<file path="src/rtl/weight_loader_pkg.sv">
// Shared defaults and FSM encoding for the weight loader.
// Also holds the helper that clamps the requested row count to a legal range.
package weight_loader_pkg;

    localparam int unsigned N_DEFAULT     = 40;
    localparam int unsigned NDATA_DEFAULT = 24;
    localparam int unsigned NADDR_DEFAULT = 9;
    localparam int unsigned DEPTH_DEFAULT = 225;

    typedef enum logic [1:0] {
        ST_IDLE  = 2'd0,
        ST_FILL  = 2'd1,
        ST_WRITE = 2'd2,
        ST_DONE  = 2'd3
    } state_e;

    // Zero or an over-range request means "load the whole half-slice".
    function automatic int unsigned effective_rows(input logic [7:0] nrows,
                                                   input int unsigned depth);
        if (nrows == 8'd0 || 32'(nrows) > depth) begin
            return depth;
        end
        return 32'(nrows);
    endfunction

endpackage

</file>
<file path="src/rtl/weight_loader.sv">
// Collects a stream of weight words into N-lane rows and writes each completed
// row to the weight memory at consecutive row addresses of the selected slice.
module weight_loader
    import weight_loader_pkg::*;
#(
    parameter int unsigned N     = N_DEFAULT,
    parameter int unsigned Ndata = NDATA_DEFAULT,
    parameter int unsigned Naddr = NADDR_DEFAULT,
    parameter int unsigned DEPTH = DEPTH_DEFAULT
) (
    input  logic                 clk,
    input  logic                 rst,
    input  logic                 start,
    input  logic [1:0]           slc,
    input  logic [7:0]           nrows,
    input  logic [Ndata-1:0]     din,
    input  logic                 din_valid,
    output logic                 din_ready,
    output logic [Ndata*N-1:0]   out,
    output logic [Naddr-2:0]     wraddr,
    output logic [1:0]           wrslc,
    output logic                 wren,
    output logic                 busy,
    output logic                 done
);

    localparam int unsigned LW = (N > 1) ? $clog2(N) : 1;
    localparam int unsigned RW = Naddr - 1;
    localparam logic [LW-1:0] LAST_LANE = LW'(N - 1);

    state_e                    state_q, state_d;
    logic [LW-1:0]             lane_q, lane_d;
    logic [RW-1:0]             row_q, row_d;
    logic [RW-1:0]             last_row_q, last_row_d;
    logic [1:0]                slc_q, slc_d;
    logic [N-1:0][Ndata-1:0]   row_buf_q;
    logic [N-1:0][Ndata-1:0]   row_full;
    logic [N-1:0][Ndata-1:0]   out_q, out_d;
    logic [RW-1:0]             wraddr_q, wraddr_d;
    logic [1:0]                wrslc_q, wrslc_d;

    logic accept;
    logic row_complete;
    logic last_row;

    assign accept       = (state_q == ST_FILL) && din_valid;
    assign row_complete = accept && (lane_q == LAST_LANE);
    assign last_row     = (row_q == last_row_q);

    // ------------------------------------------------------------------
    // FSM: state register
    // ------------------------------------------------------------------
    // NOTE: sequential state uses non-blocking assignments so every register
    // samples the pre-edge values regardless of block ordering.
    always_ff @(posedge clk or negedge rst) begin
        if (!rst) begin
            state_q <= ST_IDLE;
        end else begin
            state_q <= state_d;
        end
    end

    // FSM: next-state logic
    // NOTE: every combinationally assigned signal gets a default first so no
    // path through the block leaves it unassigned and infers a latch.
    always_comb begin
        state_d = state_q;
        unique case (state_q)
            ST_IDLE:  if (start) state_d = ST_FILL;
            ST_FILL:  if (row_complete) state_d = ST_WRITE;
            ST_WRITE: state_d = last_row ? ST_DONE : ST_FILL;
            ST_DONE:  state_d = ST_IDLE;
            default:  state_d = ST_IDLE;
        endcase
    end

    // FSM: outputs decoded from the registered state only
    always_comb begin
        din_ready = (state_q == ST_FILL);
        wren      = (state_q == ST_WRITE);
        busy      = (state_q != ST_IDLE);
        done      = (state_q == ST_DONE);
    end

    // ------------------------------------------------------------------
    // Datapath
    // ------------------------------------------------------------------
    always_comb begin
        row_full         = row_buf_q;
        row_full[lane_q] = din;
    end

    always_comb begin
        lane_d     = lane_q;
        row_d      = row_q;
        last_row_d = last_row_q;
        slc_d      = slc_q;
        out_d      = out_q;
        wraddr_d   = wraddr_q;
        wrslc_d    = wrslc_q;

        if (state_q == ST_IDLE && start) begin
            slc_d      = slc;
            last_row_d = RW'(effective_rows(nrows, DEPTH) - 1);
            row_d      = '0;
            lane_d     = '0;
        end

        if (accept) begin
            lane_d = row_complete ? '0 : lane_q + 1'b1;
        end

        // The write-side registers are loaded together with the final lane so
        // they present the complete row during the single WRITE cycle.
        if (row_complete) begin
            out_d    = row_full;
            wraddr_d = row_q;
            wrslc_d  = slc_q;
        end

        if (state_q == ST_WRITE) begin
            row_d = row_q + 1'b1;
        end
    end

    always_ff @(posedge clk or negedge rst) begin
        if (!rst) begin
            lane_q     <= '0;
            row_q      <= '0;
            last_row_q <= '0;
            slc_q      <= '0;
            out_q      <= '0;
            wraddr_q   <= '0;
            wrslc_q    <= '0;
        end else begin
            lane_q     <= lane_d;
            row_q      <= row_d;
            last_row_q <= last_row_d;
            slc_q      <= slc_d;
            out_q      <= out_d;
            wraddr_q   <= wraddr_d;
            wrslc_q    <= wrslc_d;
        end
    end

    // NOTE: the lane buffer is deliberately not reset; every lane is rewritten
    // before a row is consumed, so reset would only add fan-out.
    always_ff @(posedge clk) begin
        if (accept) begin
            row_buf_q[lane_q] <= din;
        end
    end

    assign out    = out_q;
    assign wraddr = wraddr_q;
    assign wrslc  = wrslc_q;

endmodule

</file>
<file path="config.mk">
export PLATFORM = sky130hd
export DESIGN_NAME = weight_loader
export DESIGN_NICKNAME = d
export VERILOG_FILES = /design/src/rtl/weight_loader_pkg.sv /design/src/rtl/weight_loader.sv
export SDC_FILE = /design/constraint.sdc
export NUM_CORES = 2
export LEC_CHECK = 0
export ABC_AREA = 1
export BUFFER_PORTS_ARGS = -buffer_cell sky130_fd_sc_hd__buf_2
export CAP_MARGIN = 40
export CORE_AREA = 2 2 393 395
export CTS_BUF_LIST = sky130_fd_sc_hd__clkbuf_4 sky130_fd_sc_hd__clkbuf_8
export DETAILED_ROUTE_END_ITERATION = 16
export DIE_AREA = 0 0 395 397
export PLACE_DENSITY = 0.71
export REMOVE_ABC_BUFFERS = 1
export SYNTH_ARGS = -nofsm -noshare
export SYNTH_HDL_FRONTEND = slang
export SYNTH_SLANG_ARGS = --single-unit
</file>
<file path="constraint.sdc">
create_clock -name clk -period 42.3 [get_ports clk]
set_input_delay 4.23 -clock clk [delete_from_list [all_inputs] [get_ports clk]]
set_output_delay 4.23 -clock clk [all_outputs]
set_load 0.1 [all_outputs]
</file>
# [After elaboration in Yosys (flattened, before gate mapping)]
# Index checks and enable logic that the tools add are counted.
# Widths: inputs -> output; s select.
[totals] in_bits=38 word_cells=128 register_bits=1956 out_inout_bits=974
[classes] reduce_logical=11 n_eq_ne=7 order_cmp=3 n_mux=17 addsub=3
[ops] operator="$bwmux 960" n=1
[ops] operator="$demux 24 s6" n=1
[ops] operator="$mux 8" n=5
[ops] operator="$mux 24" n=1
[ops] operator="$mux 6" n=3
[ops] operator="$add 8x1->8 const B" n=1
[ops] operator="$eq 8x8->1" n=1
[ops] operator="$gt 8x8->1 const B" n=1
[ops] operator="$logic_not 8->1" n=1
[ops] operator="$pmux 2 s4" n=1
[ops] operator="$sub 8x1->8 const B" n=1
[ops] operator="$lt 6x7->1 const B" n=1
[ops] operator="$add 6x1->6 const B" n=1
[ops] operator="$eq 6x6->1 const B" n=1
[ops] operator="$ge 6x1->1 const B" n=1
[ops] operator="$mux 2" n=3
[ops] operator="$reduce_bool 2->1" n=3
[ops] operator="$eq 2x2->1 const B" n=2
[ops] operator="$logic_and 1x1->1" n=4
[ops] operator="$eq 2x1->1 const B" n=1
[ops] operator="$logic_not 2->1" n=1
[ops] operator="$mux 1" n=2
[ops] operator="$ne 2x1->1 const B" n=1
[ops] operator="$ne 2x2->1 const B" n=1
[ops] operator="other kinds (2)" n=2

# [Longest topological paths before layout]
[logic_depth] ltp_word=7 depth_mapped=13 depth_no_buf=13

# [Worst setup path before layout]
# Ideal clock, no wire load.
[synth_path] kind="in2reg" from="input din_valid" to="register lane_q[3]" required_time_ns=42.132 path_buffers=0 setup_slack_ns=17.780 setup_ns=0.168 path_stages=4 arrival_ns=24.352 path_cell_list="nand2_1 > inv_1 > nand2_1 > o22ai_1"
[synth_via] elab_chain_len=4 elab_cells_between_ends=5 cone_classes="mux: 2; reduce/logical: 3"
[synth_rtl] item="from (decl)" line_no="weight_loader.sv:17" source="input logic din_valid,"
[synth_rtl] item="$logic_and 1x1->1 (*)" line_no="weight_loader.sv:46" source="assign accept = (state_q == ST_FILL) && din_valid;"
[synth_rtl] item="via accept" line_no="weight_loader.sv:42" source="logic accept;"
[synth_rtl] item="$logic_and 1x1->1" line_no="weight_loader.sv:47" source="assign row_complete = accept && (lane_q == LAST_LANE);"
[synth_rtl] item="$mux 6" line_no="weight_loader.sv:110" source="lane_d = row_complete ? '0 : lane_q + 1'b1;"
[synth_rtl] item="$mux 6" line_no="weight_loader.sv:109" source="if (accept) begin"
[synth_rtl] item="to (signal assigned)" line_no="weight_loader.sv:136" source="lane_q <= lane_d;"
[synth_rtl] item="to (decl)" line_no="weight_loader.sv:32" source="logic [LW-1:0] lane_q, lane_d;"
# The timed path passes the listed nets; every way through them passes the cells marked *.
# A chain may end at the register's enable or synchronous reset.

# [Worst setup path in the final report]
[layout_path] from="input din_valid" to="register row_buf_q[634] (netlist name), enable pin"
[layout_via] elab_chain_len=1
[layout_rtl] item="$logic_and 1x1->1" line_no="weight_loader.sv:46"
[layout_rtl] item="via accept" line_no="weight_loader.sv:42"
[layout_rtl] item="to (signal, indexed assignment)" line_no="weight_loader.sv:150" source="row_buf_q[lane_q] <= din;"
[layout_rtl] item="to (decl)" line_no="weight_loader.sv:36" source="logic [N-1:0][Ndata-1:0] row_buf_q;"
# The timed path passes the listed nets, and every way through them passes these cells.

==> impl_metrics.env <==
export IMPL_fin_setup_tns_ps=0
export IMPL_fin_crit_ps=7330
export IMPL_maxCapViolCount=0
export IMPL_coreArea_um2=153000
export IMPL_crit_chain="buf_2 -> nand2_1 -> inv_8 -> buf_16 -> buf_4 -> buf_4 -> buf_4 -> buf_16"
export IMPL_synth_area_per_cell_um2=10.1
export IMPL_seqPwrFrac=0.478
export IMPL_antenna_found_initial=11
export IMPL_p_int_w=0.00362
export IMPL_path_common_cell="buf_4"
export IMPL_overflow=0
export IMPL_comb_power_share=0.192
export IMPL_ys_types=33
export IMPL_clk_pin_slew_ps=60
export IMPL_crit_fanout=76
export IMPL_rr_startpoint="state_q[0]$_DFFE_PN0P_"
export IMPL_syn_area_um2=76500
export IMPL_rows=144
export IMPL_drt_wirelength_per_cell_um=21.6
export IMPL_via_count=59000
export IMPL_cp_required_ps=42920
export IMPL_synth_seq_cells=1956
export IMPL_rsz0062_at_grt="no"
export IMPL_multi_input_area_um2=20300
export IMPL_cts_root_buf="clkbuf_8"
export IMPL_cts_repair_resized=0
export IMPL_postCtsSetupRepairBufs=0
export IMPL_ys_seq_area_frac=0.703
export IMPL_fin_skew_ps=105
export IMPL_die_y_um=397
export IMPL_yosysTopAreaCellShare=0.377
export IMPL_worst_setup_path_start_kind="primary input"
export IMPL_globalRouteTotalUtil=0.291
export IMPL_netlist_top_cells_area="edfxtp_1, dfrtp_1, nand2_1"
export IMPL_gp_congestion=0.863
export IMPL_synth_top_area_cell="edfxtp_1"
export IMPL_final_core_util=0.594
export IMPL_drt_total_wl_um=234000
export IMPL_syn_inst=7552
export IMPL_clockPowerShare=0.329
export IMPL_period_share=0.173
export IMPL_drive_gt1_frac=0.203
export IMPL_grt_pass1_wl_um=346000
export IMPL_ir_worst_vdd_v=0.0000329
export IMPL_drcViolationCount=0
export IMPL_hold_path_startpoint="out[153]$_DFFE_PN0P_"
export IMPL_grt_max_degree=225
export IMPL_clock_sinks=1956
export IMPL_nNetsFinal=8579
export IMPL_finalSetupViolCount=0
export IMPL_fillers=12600
export IMPL_die_area_um2=157000
export IMPL_hold_violations=0
export IMPL_clock_fmax_mhz=136
export IMPL_grt_pass1_vias=55400
export IMPL_synth_most_common_cell="nand2_1"
export IMPL_vias_per_cell=5.44
export IMPL_dpl_hpwl_um=147000
export IMPL_p_per_area_nw_per_um2=58.1
export IMPL_maxSlewHeadroom=0.270
export IMPL_finalMaxSlewViolations=0
export IMPL_ys_flop_type="dfrtp_1"
export IMPL_io_buffer_count=1011
export IMPL_p_leak_nw=46.6
export IMPL_crit_start="din_valid"
export IMPL_htreeDepth=5
export IMPL_drtPass1Iterations=7
export IMPL_hp_class="register to register"
export IMPL_io_pins=1012
export IMPL_worst_pin_slew_ps=1090
export IMPL_area_delta_synth_final_pct=18.9
export IMPL_netSwitchingPower_w=0.00167
export IMPL_critPathCaptureType="register"
export IMPL_synth_edff_count=960
export IMPL_outcome="complete, no violations"
export IMPL_async_flop_share=0.509
export IMPL_synthTopCellsByCount="nand2_1, dfrtp_1, edfxtp_1"
export IMPL_switching_share=0.316
export IMPL_clockBufferDepth=4
export IMPL_crit_family="buffers and inverters"
export IMPL_ant_nets=0
export IMPL_seq_area_um2=53800
export IMPL_cts_hold_buffers=0
export IMPL_clk_latency_ps=1030
export IMPL_cts_tree="yes"
export IMPL_worstSetupPathType="primary input to register"
export IMPL_critPathBufInv=7
export IMPL_cts_made_buffers=326
export IMPL_drt_initial_drc_count=6562
export IMPL_cpMaxStageDelayCell="buf_4"
export IMPL_slowest_delay_ps=790
export IMPL_worstPathArrival_ps=7950
export IMPL_start_util=0.500
export IMPL_ys_warn_count=0
export IMPL_die_w_um=395
worst register-to-register path, stage by stage (launching register included):
cell and delay [ps]:
dfrtp_1 370, inv_1 70, nor2_1 230, nand2_1 370
inv_8 440, buf_16 410, buf_4 870, buf_4 830
buf_4 500, buf_16 290
metrics by stage:
| step | total power (W) | setup WS [ps] | hold WS [ps] | instances | area, um2 |
|---|---|---|---|---|---|
| 6_report | 0.00528 | 34970 | 472 | 10800 | 90900 |
| 5_1_grt | 0.00550 | 34450 | 485 | 10800 | 90900 |
| 4_1_cts | 0.00530 | 34890 | 472 | 10800 | 90900 |
| 3_5_place_dp | 0.00357 | 33790 | 458 | 10300 | 84100 |
| 3_3_place_gp | 0.00351 | 33300 | 455 | 10200 | 82800 |
| 2_1_floorplan | 0.00347 | 1300 | 449 | 7038 | 74200 |
flip-flops by register name, summed over array words and instances (netlist names), 6 cells and up:
| signal | cells |
|---|---|
| wraddr | 8 |
| out | 960 |
| lane_q | 6 |
| last_row_q | 8 |
| row_buf_q | 960 |
| row_q | 8 |
layout make-up:
| class | count | area share |
|---|---|---|
| multi-input cells | 5016 | 0.223 |
| repair buffers | 1172 | 0.0794 |
| well taps | 2044 | 0.0281 |
| flip-flops and latches | 1956 | 0.591 |
| clock buffers | 530 | 0.0707 |
| diodes | 5 | 0.000138 |
| inverters | 66 | 0.00290 |
| clock inverters | 54 | 0.00439 |
power groups by stage:
stage | clock network [W] | registers, W | logic, W
2_1_floorplan | 0 | 0.00304 | 0.000426
3_3_place_gp | 0 | 0.00255 | 0.000953
3_5_place_dp | 0 | 0.00256 | 0.00101
4_1_cts | 0.00176 | 0.00252 | 0.00101
5_1_grt | 0.00185 | 0.00255 | 0.00110
6_report | 0.00174 | 0.00253 | 0.00102
metal layers:
metal  part of all wire  global-route usage  vias to the layer above
li1                   -                   -                    26500
met1               0.40               0.404                    28800
met2               0.46               0.438                     3100
met3              0.093              0.0603                      513
met4              0.051               0.145                        0
met5                  0                   0                        -
path summary, 6_finish.rpt:
check | end | slack, ps | cells past startpoint
max | row_buf_q[634]$_DFFE_PP_ | 34970 | 8
min | out[153]$_DFFE_PN0P_ | 470 | 2
max reg2reg | row_buf_q[634]$_DFFE_PP_ | 37510 | 9
min reg2reg | out[153]$_DFFE_PN0P_ | 470 | 2
max in group asynchronous | out[547]$_DFFE_PN0P_ | 35000 | 8
min in group asynchronous | out[943]$_DFFE_PN0P_ | 3240 | 1
kinds of logic (layout without fill, tap and decap cells):
group | count (synthesis) | in the layout | synth area share
AO/OA/AOI/OAI | 1005 | 1005 | 0.0662
XOR/XNOR | 6 | 6 | 0.000687
flip-flops | 1956 | 1956 | 0.703
AND/OR/NAND/NOR | 4002 | 4002 | 0.197
adder cells (fa/ha/maj) | 3 | 3 | 0.000491
buffers and inverters | 580 | 1822 | 0.0323
other | 0 | 5 | 0
cells in the final DEF, fill, tap and decap left out, types with 8 or more instances in the layout:
master / Yosys / routed
clkinv_1: 1 / 18
o22ai_1: 8 / 8
nand2_1: 3869 / 3860
dfrtp_1: 996 / 996
clkbuf_4: 0 / 138
inv_1: 64 / 39
nand3_1: 16 / 16
clkinv_2: 0 / 24
nor2_1: 103 / 100
o21ai_0: 855 / 855
buf_2: 210 / 1011
inv_2: 1 / 23
a21oi_1: 74 / 74
nand2_2: 1 / 10
o21ai_1: 60 / 60
edfxtp_1: 960 / 960
clkbuf_8: 0 / 392
buf_4: 6 / 103
buf_12: 0 / 27
buf_16: 0 / 30
Power figures use the tool's default switching activity.
